## src/rtl/fifo_uart_tx.sv

```systemverilog
// -----------------------------------------------------------------------------
// fifo_uart_tx
//
// Byte sink for the cache-counter ASCII report stream. Bytes written by the
// counter stage are buffered in a circular FIFO and drained as 8N1 frames
// (start bit, 8 data bits LSB first, stop bit) on a UART TX pin. The
// producer gets no backpressure. A byte that cannot be stored is dropped,
// and the sticky overflow flag records the loss.
//
// Parameters
//   CLKS_PER_BIT  clk cycles per UART bit
//   DEPTH         FIFO entries (power of two)
//   ADDR_W        log2(DEPTH)
//   WR_LAG        1: write strobe is wr_en delayed one cycle; 0: wr_en itself
//   EOL_EN        1: append 0x0D,0x0A after every write burst
//
// Ports
//   clk         in   system clock
//   rst         in   synchronous reset, active-high
//   wr_en       in   producer write enable (burst flag)
//   data_i      in   producer byte
//   tx          out  UART serial output, idle high (registered)
//   busy        out  frame on the line or FIFO non-empty (registered)
//   fifo_count  out  occupied entries, 0..DEPTH
//   overflow    out  sticky, a byte was dropped; cleared only by rst
// -----------------------------------------------------------------------------
module fifo_uart_tx #(
  parameter int CLKS_PER_BIT = 434,
  parameter int DEPTH        = 32,
  parameter int ADDR_W       = 5,
  parameter int WR_LAG       = 1,
  parameter int EOL_EN       = 1
) (
  input  logic              clk,
  input  logic              rst,
  input  logic              wr_en,
  input  logic [7:0]        data_i,
  output logic              tx,
  output logic              busy,
  output logic [ADDR_W:0]   fifo_count,
  output logic              overflow
);

  localparam int              CNT_W     = (CLKS_PER_BIT > 1) ? $clog2(CLKS_PER_BIT) : 1;
  localparam logic [CNT_W-1:0] BAUD_LAST = CNT_W'(CLKS_PER_BIT - 1);
  localparam logic [ADDR_W:0]  FULL_CNT  = (ADDR_W + 1)'(DEPTH);

  typedef enum logic [1:0] {
    IDLE  = 2'd0,
    START = 2'd1,
    DATA  = 2'd2,
    STOP  = 2'd3
  } state_t;

  // ---------------------------------------------------------------------------
  // Write strobe and end-of-line insertion
  // ---------------------------------------------------------------------------
  logic       wr_en_q;
  logic       wstb;
  logic       wstb_q;
  logic       eol_cr;     // falling edge of the strobe: push 0x0D this cycle
  logic       eol_lf;     // cycle after the falling edge: push 0x0A
  logic       push_req;
  logic [7:0] push_data;
  logic       eol_clash;  // producer byte lost to the LF push

  // With WR_LAG the producer's data trails its enable by one cycle, so the
  // strobe is taken from the registered enable.
  assign wstb   = (WR_LAG != 0) ? wr_en_q : wr_en;
  assign eol_cr = (EOL_EN != 0) && wstb_q && !wstb;

  // NOTE: combinational blocks assign every output a default first so that
  // no path leaves a signal unassigned and infers a latch.
  always_comb begin
    push_req  = 1'b0;
    push_data = data_i;
    eol_clash = 1'b0;
    if (eol_cr) begin
      // The strobe is low in this cycle by definition, so nothing collides.
      push_req  = 1'b1;
      push_data = 8'h0D;
    end else if (eol_lf) begin
      push_req  = 1'b1;
      push_data = 8'h0A;
      eol_clash = wstb;
    end else if (wstb) begin
      push_req  = 1'b1;
    end
  end

  // ---------------------------------------------------------------------------
  // FIFO bookkeeping
  // ---------------------------------------------------------------------------
  logic [7:0]        mem [DEPTH];
  logic [ADDR_W-1:0] wr_ptr;
  logic [ADDR_W-1:0] rd_ptr;
  logic [ADDR_W:0]   count_n;
  logic              full;
  logic              empty;
  logic              pop;
  logic              push_ok;
  logic              push_drop;

  state_t            state;
  state_t            state_n;

  assign full  = (fifo_count == FULL_CNT);
  assign empty = (fifo_count == '0);
  assign pop   = (state == IDLE) && !empty;

  // A pop in the same cycle frees the head slot, so a push into a full FIFO
  // is still accepted then.
  assign push_ok   = push_req && (!full || pop);
  assign push_drop = (push_req && !push_ok) || eol_clash;

  always_comb begin
    count_n = fifo_count;
    if (push_ok && !pop) begin
      count_n = fifo_count + 1'b1;
    end else if (pop && !push_ok) begin
      count_n = fifo_count - 1'b1;
    end
  end

  // NOTE: sequential state is written with non-blocking assignments only, so
  // every flop samples the values that existed before the clock edge.
  always_ff @(posedge clk) begin
    if (rst) begin
      wr_en_q  <= 1'b0;
      wstb_q   <= 1'b0;
      eol_lf   <= 1'b0;
      overflow <= 1'b0;
    end else begin
      wr_en_q <= wr_en;
      wstb_q  <= wstb;
      eol_lf  <= eol_cr;
      if (push_drop) begin
        overflow <= 1'b1;
      end
    end
  end

  always_ff @(posedge clk) begin
    if (rst) begin
      wr_ptr     <= '0;
      rd_ptr     <= '0;
      fifo_count <= '0;
    end else begin
      if (push_ok) begin
        wr_ptr <= wr_ptr + 1'b1;
      end
      if (pop) begin
        rd_ptr <= rd_ptr + 1'b1;
      end
      fifo_count <= count_n;
    end
  end

  // NOTE: the storage array has no reset; an entry is only read after it has
  // been written, and leaving it unreset lets it map onto RAM.
  always_ff @(posedge clk) begin
    if (push_ok) begin
      mem[wr_ptr] <= push_data;
    end
  end

  // ---------------------------------------------------------------------------
  // TX FSM: state register
  // ---------------------------------------------------------------------------
  logic [CNT_W-1:0] baud_cnt;
  logic             baud_done;
  logic [2:0]       bit_idx;
  logic [2:0]       bit_idx_n;
  logic [7:0]       shreg;
  logic             tx_n;
  logic             busy_n;

  assign baud_done = (baud_cnt == BAUD_LAST);

  always_ff @(posedge clk) begin
    if (rst) begin
      state <= IDLE;
    end else begin
      state <= state_n;
    end
  end

  // ---------------------------------------------------------------------------
  // TX FSM: next-state logic
  // ---------------------------------------------------------------------------
  always_comb begin
    state_n = state;
    unique case (state)
      IDLE:  if (!empty)                       state_n = START;
      START: if (baud_done)                    state_n = DATA;
      DATA:  if (baud_done && bit_idx == 3'd7) state_n = STOP;
      STOP:  if (baud_done)                    state_n = IDLE;
      default:                                 state_n = IDLE;
    endcase
  end

  // ---------------------------------------------------------------------------
  // Baud counter, bit index and shift register
  // ---------------------------------------------------------------------------
  always_comb begin
    bit_idx_n = bit_idx;
    if (state != DATA) begin
      bit_idx_n = 3'd0;
    end else if (baud_done) begin
      bit_idx_n = bit_idx + 1'b1;
    end
  end

  always_ff @(posedge clk) begin
    if (rst) begin
      baud_cnt <= '0;
      bit_idx  <= 3'd0;
      shreg    <= 8'h00;
    end else begin
      // Restart the bit timer on every state change and every data-bit change.
      if (state == IDLE || state_n != state || baud_done) begin
        baud_cnt <= '0;
      end else begin
        baud_cnt <= baud_cnt + 1'b1;
      end
      bit_idx <= bit_idx_n;
      if (pop) begin
        shreg <= mem[rd_ptr];
      end
    end
  end

  // ---------------------------------------------------------------------------
  // TX FSM: outputs
  // tx and busy are computed from next-cycle values and registered, so the
  // pin changes together with the state and busy cannot glitch in the
  // one-cycle IDLE gap between back-to-back frames (the FIFO count is still
  // non-zero there).
  // ---------------------------------------------------------------------------
  always_comb begin
    tx_n = 1'b1;
    unique case (state_n)
      START:   tx_n = 1'b0;
      DATA:    tx_n = shreg[bit_idx_n];
      default: tx_n = 1'b1;
    endcase
    busy_n = (state_n != IDLE) || (count_n != '0);
  end

  always_ff @(posedge clk) begin
    if (rst) begin
      tx   <= 1'b1;
      busy <= 1'b0;
    end else begin
      tx   <= tx_n;
      busy <= busy_n;
    end
  end

endmodule

```

## config.mk

```make
export PLATFORM = sky130hd
export DESIGN_NAME = fifo_uart_tx
export DESIGN_NICKNAME = d
export VERILOG_FILES = /design/src/rtl/fifo_uart_tx.sv
export SDC_FILE = /design/constraint.sdc
export NUM_CORES = 1
export LEC_CHECK = 0
export BUFFER_PORTS_ARGS = -buffer_cell sky130_fd_sc_hd__buf_4
export CAP_MARGIN = 20
export CORE_ASPECT_RATIO = 0.6
export CORE_MARGIN = 1
export CORE_UTILIZATION = 55
export CTS_BUF_LIST = sky130_fd_sc_hd__clkbuf_8
export DETAILED_ROUTE_END_ITERATION = 8
export GPL_TIMING_DRIVEN = 1
export PLACE_DENSITY = 0.74
export RECOVER_POWER = 50
export SYNTH_ARGS = -nofsm -noshare
export SYNTH_HDL_FRONTEND = slang
export SYNTH_SLANG_ARGS = --single-unit
```

## constraint.sdc

```tcl
create_clock -name clk -period 2.47 [get_ports clk]
set_input_delay 0.247 -clock clk [delete_from_list [all_inputs] [get_ports clk]]
set_output_delay 0.247 -clock clk [all_outputs]
set_load 0.05 [all_outputs]
```

## After elaboration in Yosys (flattened, before gate mapping)

Memories as Yosys holds them, arrays and structs flattened. A register that Yosys moved wholly into a read port is not among the register bits.
Index checks and enable logic that the tools add are counted.

- Memories kept: 1
- Output and inout bits: 9
- Memory bits (writable): 256
- Logic and storage cells: 73
- Register bits after elaboration: 36
- Bits of input ports: 11

Memories:

| name | depth | bits a word | rd ports | clocked after memory_dff | wr ports | line | text |
|---|---|---|---|---|---|---|---|
| mem | 32 | 8 | 1 | 1 | 1 | 94 | `logic [7:0] mem [DEPTH];` |

- Reductions and logical operators: 22
- Muxes and demuxes: 21
- Eq/ne operators: 10
- Magnitude comparators: 1
- Add/sub/neg operators: 6

Operators by type and width:

| operator | count |
|---|---|
| 8-bit two-way mux | 2 |
| 6-bit two-way mux | 2 |
| 5-bit by 1-bit adder with 5-bit output, second input constant | 2 |
| 9-bit by 1-bit adder with 9-bit output, second input constant | 1 |
| 9-bit == test, second input constant | 1 |
| 1-bit two-way mux | 8 |
| 2-bit two-way mux | 4 |
| 2-bit case mux with 4 select lines | 1 |
| 1-bit logical AND | 7 |
| 6-bit by 1-bit adder with 6-bit output, second input constant | 1 |
| 2-bit == test, second input constant | 3 |
| 6-bit == test, second input constant | 1 |
| 6-bit logical NOT | 1 |
| 3-bit two-way mux | 2 |
| 6-bit nonzero test | 1 |
| 6-bit by 1-bit subtractor with 6-bit output, second input constant | 1 |
| 1-bit logical NOT | 5 |
| 1-bit logical OR | 5 |
| 2-bit by 1-bit == test with 1-bit output, second input constant | 2 |
| 3-bit by 4-bit < comparator with 1-bit output, second input constant | 1 |
| 3-bit by 1-bit adder with 3-bit output, second input constant | 1 |
| 1-bit binary-select mux with 3-bit select | 1 |
| 3-bit == test, second input constant | 1 |
| 2-bit logical NOT | 1 |
| 5 further kinds | 5 |

## Longest topological paths before layout

Gate-level depths: netlist (run 1).

- Word-level depth: 11
- Mapped depth: 10
- Depth with buffers taken out: 8

## Least setup slack after synthesis (run 1)

OpenSTA, ideal clock, no wires.

- Path type: register to register
- Start point: reg fifo_count[0]
- End point: mem mem[11][0] (enable)
- Required time: 2.100 ns
- Setup slack: -0.390 ns
- Path buffers: 0
- Arrival: 2.490 ns
- Cell stages (with the launch flop): 8
- Library setup time: 0.370 ns
- Cell sequence: dfxtp_1 inv_1 ha_1 inv_1 nor4_1 a31oi_1 nand2_1 nor2_1

- Cells in the longest elaborated chain, start to end: 7
- Elaborated cells between the ends (all ways): 9
- Those cells by class: 1 x eq/ne; 2 x mux; 6 x reduce/logical

Ends and longest elaborated chain:

| element | line | text |
|---|---|---|
| from (decl) | 40 | `output logic [ADDR_W:0] fifo_count,` |
| from (signal assigned) | 155 | `fifo_count <= count_n;` |
| 6-bit logical NOT | 108 | `assign empty = (fifo_count == '0);` |
| 1-bit logical NOT | - |  |
| 1-bit logical AND | 109 | `assign pop = (state == IDLE) && !empty;` |
| 1-bit logical OR (*) | 113 | `assign push_ok = push_req && (!full \|\| pop);` |
| 1-bit logical AND (*) | 113 |  |
| 1-bit two-way mux (*) | 162 | `if (push_ok) begin` |
| 1-bit two-way mux (not written as such) (*) | 163 | `mem[wr_ptr] <= push_data;` |
| to (decl) | 94 |  |

Mark *: on every way between the ends. The rest lies on a longest branch, timed or not.

==> results of run 1 <==
## repair_timing
item                                    CTS  global route
endpoints found under the hold margin     1             0
hold buffers                              1             0
pin swaps                                 0             1
endpoints found under the setup margin    2             3
buffers inserted                          0             1
resized for setup                         1             5
gates cloned                              0             2
## synthesized netlist by cell type (all sizes together) (2+ instances only)
master	count	area (µm²)
nor3	5	25.02
o21ai	7	35.03
a22o	2	17.52
buf	14	78.82
edfxtp	256	7687
clkbuf	23	86.33
a211oi	11	82.58
nand2b	4	25.02
xnor2	8	70.07
dfxtp	44	880.8
nand3b	3	22.52
nor2b	4	25.02
or3	5	31.28
inv	11	41.29
nor4	4	25.02
nand2	18	67.56
nand4	5	31.28
ha	11	137.6
mux4	80	1802
a41oi	2	25.03
mux2i	11	110.1
and2	4	25.02
or3b	2	17.52
mux2	4	48.79
o31ai	2	15.01
nand3	6	30.03
xor2	12	105.1
nor2	85	321.6
a31oi	4	25.02
and3	2	17.52
a21oi	10	50.05
## report_power, final
part           internal (µW)  switching, µW  leakage, µW  total [µW]
Clock                   2180           1800     0.000482        3990
Combinational           1500           1830      0.00136        3330
Sequential              5690            176      0.00267        5870
## registers in the layout, indices dropped and copies added, names as in the netlist
name and flops:
baud_cnt 9, bit_idx 3, busy 1, eol_lf 1, fifo_count 6, mem 256
overflow 1, rd_ptr 5, shreg 8, state 2, tx 1, wr_en_q 1
wr_ptr 5, wstb_q 1
## critical path, cell delays in order (launching register included)
cell,delay (ns)
dfxtp_4,0.46
buf_16,0.21
mux4_2,0.57
mux4_2,0.54
mux2i_2,0.22
buf_4,0.15
a211oi_1,0.05
## cell type report
cell class | instances | share of cell area, %
Sequential cell | 300 | 61.68
Multi-Input combinational cell | 327 | 24.17
Timing Repair Buffer | 90 | 5.129
Clock buffer | 44 | 4.355
Tap cell | 279 | 2.511
Clock inverter | 29 | 1.863
Inverter | 11 | 0.2969
## routing by layer
| layer | up-vias | global-route usage (%) | part of all wire, % |
|---|---|---|---|
| li1 | 2877 | - | - |
| met3 | 35 | 7.622 | 11 |
| met1 | 3401 | 37.44 | 44 |
| met2 | 350 | 34.51 | 43 |
| met5 | - | 0 | 0 |
| met4 | 0 | 5.227 | 1.2 |
## worst max-delay path by stage
stage                  start         end  slack (ns)
5_1_grt            rd_ptr[0]    shreg[5]      -0.004
6_report           rd_ptr[0]    shreg[5]        0.07
3_5_place_dp   fifo_count[0]   rd_ptr[4]       -0.07
2_1_floorplan  fifo_count[0]  mem[11][0]        0.04
3_3_place_gp   fifo_count[0]   rd_ptr[4]        0.04
4_1_cts            rd_ptr[0]    shreg[5]        0.06
## kinds of logic (layout without fill, tap and decap cells)
group,count (synthesis),in the layout,synth area share [%]
XOR/XNOR,20,20,1.446
multiplexers,95,95,16.18
buffers and inverters,48,174,1.704
adder cells (fa/ha/maj),11,11,1.136
AO/OA/AOI/OAI,50,50,2.995
AND/OR/NAND/NOR,151,151,5.814
flip-flops,300,300,70.72
## metrics by stage
stage	hold WS, ns	power (µW)	util, %	setup slack (ns)
floorplan	0.3752	8154	-	0.03802
global placement	0.4390	9058	61.20	0.03968
detailed placement	0.4613	9169	61.20	-0.06548
CTS	0.07498	13150	65.32	0.06317
global route	0.1040	13700	65.31	-0.003987
finish	0.1154	13190	65.31	0.07005
==> results by group, run 1 <==
Run status
  – Status: complete, no violations

Worst setup path
  – Worst setup EP type: flop
  – Startpoint Class: flop
  – Max Fanout on Critical Path: 18
  – Reg-to-reg startpoint: rd_ptr[0]
  – Req. time, crit path: 2.87 ns
  – FF-to-FF path depth: 6
  – FF-to-FF End: shreg[5]
  – R2R Setup Slk: 0.07 ns
  – WP data arrival: 2.80 ns
  – Critical path type: reg -> reg

Synthesis
  – Async set-reset flop share out of synthesis: 0%
  – Syn Nets: 697
  – Post-synthesis register bit count: 300
  – Synth cell types: 55
  – Syn avg cell area: 17.95 µm²
  – Post-synth EDFFs: 256
  – Most used flip-flop cell after synthesis: edfxtp_1
  – Syn Std Cell Area: 12,120 µm²
  – Synth warn: 0
  – Sequential share of the synthesized area: 70.72%
  – Mapped Cells: 675

Global routing
  – First-pass GRT wire length: 39.76 mm
  – Vias in the first global route: 6,390
  – Largest net degree at the start of global routing: 38
  – Initial antenna violation count: 0
  – Gr ovfl total: 0
  – Global Route Usage Sum: 24.41%

Drt
  – DRC: 0
  – Post-DRT Antenna Nets: 0
  – Initial drt markers: 841
  – DR vias/cell: 6.169
  – Via count: 6,663
  – First drt pass iteration count: 5
  – Wirelength per Cell: 24.97 µm
  – Detailed Route WL: 26.96 mm

CTS
  – CTS H-tree depth: 2
  – Num CTS Buffers: 42
  – Root buffer cell: clkbuf_8
  – CTS clk-pin slew, worst paths: 0.06 ns
  – Worst skew pair latency: 0.55 ns
  – CTS tree: yes
  – Clk buf depth: 3
  – CTS sink cnt: 300

Timing
  – Final Setup Violations: 0
  – TNS Setup: 0 ns
  – Worst slew pin tran: 1.479 ns
  – Worst Clk Skew: 0.01774 ns
  – Final min period: 2.400 ns
  – Final period util: 97.16%
  – Pins Over Slew Limit: 0
  – Peak Freq: 416.7 MHz
  – Slew headroom: 1.415%
  – Final hold violation count: 0

Floorplanning
  – Die height: 117.0 µm
  – # IOs: 20
  – Core Rows: 41
  – Initial Utilization: 56.91%
  – Die X: 193.6 µm
  – CORE AREA: 21,290 µm²
  – Die area: 22,650 µm²

Place
  – Cell area after placement: 13,030 µm²
  – Routability congestion estimate: 0.8439
  – DP HPWL: 17.19 mm
  – IO buf count: 19
  – Placed cell count: 1,003

Cells and area
  – Filler cells: 1,424
  – Area of the multi-input gates: 3361 µm²
  – Layout area overhead: 14.77%
  – Commonest non-fill, non-tap cell in the layout: edfxtp_1
  – Fin cells: 1,080
  – Ant. Diodes: 0
  – Most frequent cells in the layout: edfxtp_1, nor2_1, mux4_2
  – Register area: 8576 µm²
  – Layout Nets: 794
  – Final instance area: 13,900 µm²
  – Layout cells sized above 1: 29.21%

Run
  – Max-cap viol count: 0

Power and ir drop
  – P_leak: 0.004512 µW
  – Peak supply drop: 0.5769 mV
  – Power per Cell Area: 948.5 nW/µm²

Worst hold path
  – Hold endpoint: fifo_count[4]
  – Hold path startpoint: rst
  – Worst Hold Class: in -> reg
  – Hold Path Depth: 2
Note: power is estimated with default switching activity, not from simulation.
==> run 2, diff against run 1 <==
==> constraint.sdc (replaced) <==
create_clock -name clk -period 2.47 [get_ports clk]
set_input_delay 0.1235 -clock clk [delete_from_list [all_inputs] [get_ports clk]]
set_output_delay 0.1235 -clock clk [all_outputs]
set_load 0.05 [all_outputs]
==> run 2 against run 1 <==
  * Clock-buffer cell count did not move
  * Register-to-register slack barely moved
  * Non-clock buffer count rose by 1
  * Final cell count barely moved
  * Sequential power about the same
  * Global-route usage unchanged
  * Total power is essentially flat
  * Flip-flop and latch count stayed put
  * Core utilization about the same
  * Critical path depth unchanged
  * First-iteration DRC count shrank 8.6%
==> results by group, run 2 (synthesis results as in run 1) <==
Cells and area
  – Register with the most flip-flops: mem
  – Ant. Diodes: 0
  – Largest regs: mem (256), baud_cnt (9), shreg (8)
  – Fin util: 65.36%
  – Most frequent cells in the layout: edfxtp_1, nor2_1, mux4_2
  – Layout area overhead: 14.85%
  – Commonest non-fill, non-tap cell in the layout: edfxtp_1
  – Layout Nets: 795
  – Filler cells: 1,423
  – Max reg flops: 256
  – Layout cells sized above 1: 29.18%
  – Fin cells: 1,081
  – Final instance area: 13,910 µm²

Timing
  – Worst Clk Skew: 0.01756 ns
  – Worst slew pin tran: 1.461 ns
  – TNS Setup: 0 ns
  – Pins Over Slew Limit: 0
  – Final hold violation count: 0
  – Final min period: 2.400 ns
  – Slew headroom: 2.623%
  – Final period util: 97.17%
  – Final Setup Violations: 0
  – Peak Freq: 416.6 MHz

CTS
  – Root buffer cell: clkbuf_8
  – Num CTS Buffers: 42
  – CTS tree: yes
  – CTS sink cnt: 300
  – Clk buf depth: 3
  – CTS clk-pin slew, worst paths: 0.06 ns
  – CTS H-tree depth: 2
  – Worst skew pair latency: 0.55 ns

Drt
  – Post-DRT Antenna Nets: 0
  – Via count: 6,693
  – Detailed Route WL: 26.97 mm
  – Wirelength per Cell: 24.95 µm
  – First drt pass iteration count: 5
  – DRC: 0
  – DR vias/cell: 6.191
  – Initial drt markers: 769

Power and ir drop
  – Total power: 13,190 µW
  – Flop pwr share: 44.5%
  – Clock power frac: 30.2%
  – Cell internal pwr: 9376 µW
  – Switching power: 3812 µW
  – Net Sw Frac: 28.91%
  – P_leak: 0.004517 µW
  – Power per Cell Area: 947.8 nW/µm²
  – Logic pwr share: 25.3%
  – Peak supply drop: 0.5779 mV

Floorplanning
  – # IOs: 20
  – Die X: 193.6 µm
  – Initial Utilization: 56.91%
  – Die area: 22,650 µm²
  – CORE AREA: 21,290 µm²
  – Die height: 117.0 µm
  – Core Rows: 41

Worst hold path
  – Hold Path Depth: 2
  – Worst Hold Class: in -> reg
  – Hold endpoint: mem[19][1]
  – Hold path startpoint: data_i[1]

Worst setup path
  – Req. time, crit path: 2.86 ns
  – Max Fanout on Critical Path: 18
  – WP data arrival: 2.79 ns
  – Critical path type: reg -> reg
  – Startpoint Class: flop
  – Worst setup EP type: flop
  – Reg-to-reg startpoint: rd_ptr[0]
  – FF-to-FF End: shreg[5]
  – FF-to-FF path depth: 6
  – R2R Setup Slk: 0.07 ns

Place
  – Placed cell count: 1,003
  – DP HPWL: 17.19 mm
  – Routability congestion estimate: 0.8439
  – IO buf count: 19
  – Cell area after placement: 13,030 µm²

Global routing
  – Largest net degree at the start of global routing: 38
  – Initial antenna violation count: 0
  – First-pass GRT wire length: 39.76 mm
  – Gr ovfl total: 0
  – Global Route Usage Sum: 24.41%
  – Vias in the first global route: 6,390

Run
  – Max-cap viol count: 0

Run status
  – Status: complete, no violations
[run 2: cell count changes in the layout (fill, tap and decap cells not counted)]
cell | before | now
buf_4 | 63 | 64
clkbuf_4 | 1 | 0
dlygate4sd3_1 | 1 | 2
[run 2: stage by stage]
step	setup WS (ns)	hold slack, ns
detailed placement	-0.06548	0.3886
global placement	0.03968	0.3346
global route	-0.003987	0.2746
CTS	0.06317	0.1254
finish	0.06979	0.3086
floorplan	0.03802	0.2517
[run 2: what timing repair did]
action	4_1_cts	5_1_grt
resized for setup	1	5
setup endpoints to repair	2	3
hold endpoints to repair	21	0
hold buffers	2	0
cloned	0	2
setup buffers	0	1
pin swaps	0	1
[run 2: power by group through the flow]
stage | registers [µW] | clock network, µW | logic [µW]
final | 5870 | 3980 | 3340
after global routing | 5880 | 4270 | 3550
after CTS | 5840 | 4060 | 3250
after detailed placement | 5950 | 0 | 3220
after global placement | 5930 | 0 | 3130
after floorplan | 6050 | 0 | 2110
[run 2: worst max-delay path: stages (launching register included)]
cell and delay (ns):
dfxtp_4 0.46, buf_16 0.21, mux4_2 0.56, mux4_2 0.53, mux2i_2 0.23, buf_4 0.15
a211oi_1 0.05
[run 2: final cells by class]
cell class                      instances  area (µm²)  share of cell area [%]
Multi-Input combinational cell        327        3361                   24.15
Clock inverter                         29       259.0                   1.861
Clock buffer                           44       605.6                   4.352
Tap cell                              279       349.1                   2.509
Timing Repair Buffer                   91       723.2                   5.197
Sequential cell                       300        8576                   61.63
Inverter                               11       41.29                  0.2967
[run 2: worst max-delay path by stage]
stage,from,end,slack [ns],cells past startpoint
6_report,rd_ptr[0],shreg[5],0.07,6
5_1_grt,rd_ptr[0],shreg[5],-0.004,6
4_1_cts,rd_ptr[0],shreg[5],0.06,6
3_5_place_dp,fifo_count[0],rd_ptr[4],-0.07,8
3_3_place_gp,fifo_count[0],rd_ptr[4],0.04,8
2_1_floorplan,fifo_count[0],mem[11][0],0.04,7
[run 2: layer usage]
layer	GRT usage, %	vias up	part of all wire [%]
met2	34.51	406	43
met4	5.227	0	1.2
met3	7.622	38	12
li1	-	2887	-
met1	37.44	3362	43
met5	0	-	0
==> run 3, diff against run 2 <==
==> config.mk (replaced) <==
export PLATFORM = sky130hd
export DESIGN_NAME = fifo_uart_tx
export DESIGN_NICKNAME = d
export VERILOG_FILES = /design/src/rtl/fifo_uart_tx.sv
export SDC_FILE = /design/constraint.sdc
export NUM_CORES = 1
export LEC_CHECK = 0
export BUFFER_PORTS_ARGS = -buffer_cell sky130_fd_sc_hd__buf_2
export CAP_MARGIN = 20
export CORE_ASPECT_RATIO = 0.6
export CORE_MARGIN = 1
export CORE_UTILIZATION = 57
export CTS_BUF_LIST = sky130_fd_sc_hd__clkbuf_8
export DETAILED_ROUTE_END_ITERATION = 8
export GPL_TIMING_DRIVEN = 1
export PLACE_DENSITY = 0.76
export RECOVER_POWER = 50
export SYNTH_ARGS = -nofsm -noshare
export SYNTH_HDL_FRONTEND = slang
export SYNTH_SLANG_ARGS = --single-unit
==> run 3 against run 2 <==
  * Sequential power about the same
  * Core utilization increased by 2.0 points
  * Combinational power decreased by 7.5%
  * Clock skew decreased by 0.0056 ns
  * First-iteration DRC count increased by 10%
  * Largest cell class unchanged
==> results by group, run 3 (synthesis results as in run 1) <==
Worst setup path
  – Bufs and invs on worst path: 1
  – Slowest cell on crit path: or4b_4
  – Worst setup EP type: flop
  – R2R Setup Slk: 0.08 ns
  – CP peak stage delay: 0.50 ns
  – WP data arrival: 2.77 ns
  – Critical path type: reg -> reg
  – CP delay by family, top: compound AO/OA/AOI/OAI gates
  – Max Fanout on Critical Path: 7
  – FF-to-FF path depth: 8
  – Worst path cell trace: inv_1, ha_2, or4b_4, o21ai_0, nor2_1, a22o_1, xnor2_1, a41oi_2
  – Req. time, crit path: 2.85 ns
  – Startpoint Class: flop
  – FF-to-FF End: busy
  – Reg-to-reg startpoint: fifo_count[0]

Place
  – Place WS: 0.03018 ns
  – Placed cell count: 992
  – Routability congestion estimate: 0.8766
  – IO buf count: 19
  – DP HPWL: 16.57 mm

Power and ir drop
  – Power per Cell Area: 933.7 nW/µm²
  – Peak supply drop: 0.5243 mV
  – P_leak: 0.004461 µW

Worst hold path
  – Hold endpoint: bit_idx[2]
  – Hold Path Depth: 2
  – Worst Hold Class: in -> reg
  – Hold path startpoint: rst

Cells and area
  – Largest regs: mem (256), baud_cnt (9), shreg (8)
  – Layout area overhead: 13.57%
  – Ant. Diodes: 0
  – Fin cells: 1,069
  – Commonest non-fill, non-tap cell in the layout: edfxtp_1
  – Layout cells sized above 1: 28.77%
  – Max reg flops: 256
  – Most frequent cells in the layout: edfxtp_1, nor2_1, mux4_2
  – Layout Nets: 787
  – Register with the most flip-flops: mem

Timing
  – Slew headroom: 47.49%
  – Worst Slack Setup Final: 0.07624 ns
  – Peak Freq: 417.8 MHz
  – Final hold violation count: 0
  – RSZ-0062 raised after global routing: false
  – Final min period: 2.394 ns
  – TNS Setup: 0 ns
  – Final Setup Violations: 0
  – Pins Over Slew Limit: 0
  – Worst slew pin tran: 0.7876 ns
  – Final period util: 96.91%
  – Worst Clk Skew: 0.01196 ns

Global routing
  – Largest net degree at the start of global routing: 48
  – Gr ovfl total: 0
  – First-pass GRT wire length: 39.82 mm
  – Initial antenna violation count: 1
  – Vias in the first global route: 6,411
  – Global Route Usage Sum: 25.38%

Floorplanning
  – Initial Utilization: 59.33%
  – # IOs: 20
  – Die area: 21,860 µm²
  – Die height: 114.9 µm
  – Die X: 190.2 µm
  – Core Rows: 40
  – CORE AREA: 20,420 µm²

Run status
  – Status: complete, no violations

CTS
  – Worst skew pair latency: 0.54 ns
  – CTS clk-pin slew, worst paths: 0.06 ns
  – Root buffer cell: clkbuf_8
  – CTS sink cnt: 300
  – CTS H-tree depth: 2
  – Clk buf depth: 3
  – Num CTS Buffers: 41
  – CTS tree: yes

Drt
  – DRC: 0
  – Via count: 6,481
  – First drt pass iteration count: 5
  – Detailed Route WL: 25.99 mm
  – Post-DRT Antenna Nets: 0
  – Wirelength per Cell: 24.32 µm
  – Initial drt markers: 847
  – DR vias/cell: 6.063

Run
  – Max-cap viol count: 0
==> run 3: changes by cell type in the layout (fill, tap and decap cells not counted), sizes merged <==
| cell | change |
|---|---|
| clkinv | +5 |
| bufinv | -1 |
| clkinvlp | -1 |
| buf | -3 |
| dlygate4sd3 | -1 |
| inv | -1 |
| clkbuf | -4 |
==> run 3: final cells by class <==
cell class / instances / area [µm²]
inverter: 11 / 41.29
sequential: 300 / 8576
clock inverter: 31 / 234.0
timing repair buffer: 84 / 613.1
tap: 273 / 341.6
clock buffer: 43 / 591.8
fill: 1289 / 6660
multi-input combinational: 327 / 3362
==> run 3: worst max path at each step <==
stage,from,endpoint,slack (ns),cells after the start
after floorplan,fifo_count[0],mem[11][0],0.04,7
after global placement,fifo_count[0],rd_ptr[3],0.09,8
after detailed placement,fifo_count[0],rd_ptr[4],0.03,8
after CTS,fifo_count[0],mem[18][2],0.08,9
after global routing,fifo_count[0],busy,0.01,8
final,fifo_count[0],busy,0.08,8
==> run 3: per-stage QoR <==
stage / util (%) / power [µW] / instance area (µm²) / hold slack [ns]
after floorplan: - / 8154 / 12120 / 0.2517
after global placement: 63.35 / 8957 / 12940 / 0.3387
after detailed placement: 63.35 / 9037 / 12940 / 0.3652
after CTS: 67.46 / 12890 / 13770 / 0.09091
after global routing: 67.38 / 13340 / 13760 / 0.1238
final: 67.38 / 12850 / 13760 / 0.1156
==> run 3: power breakdown <==
| group | switching [µW] | total (µW) | internal, µW |
|---|---|---|---|
| clock network | 1830 | 3870 | 2040 |
| registers | 190 | 5880 | 5690 |
| logic | 1710 | 3090 | 1380 |
==> run 3: what timing repair did <==
item | in CTS | in global routing
setup buffers | 0 | 2
endpoints found under the hold margin | 1 | 0
setup endpoints to repair | 1 | 23
pin swaps | 0 | 2
hold buffers | 1 | 0
resized for setup | 1 | 3
==> run 3: per-layer routing <==
layer | up-vias | global-route usage, % | share of wire [%]
met2 | 314 | 34.45 | 43
li1 | 2861 | - | -
met4 | 0 | 5.067 | 1.2
met5 | - | 0 | 0
met1 | 3276 | 41.14 | 45
met3 | 30 | 7.082 | 11
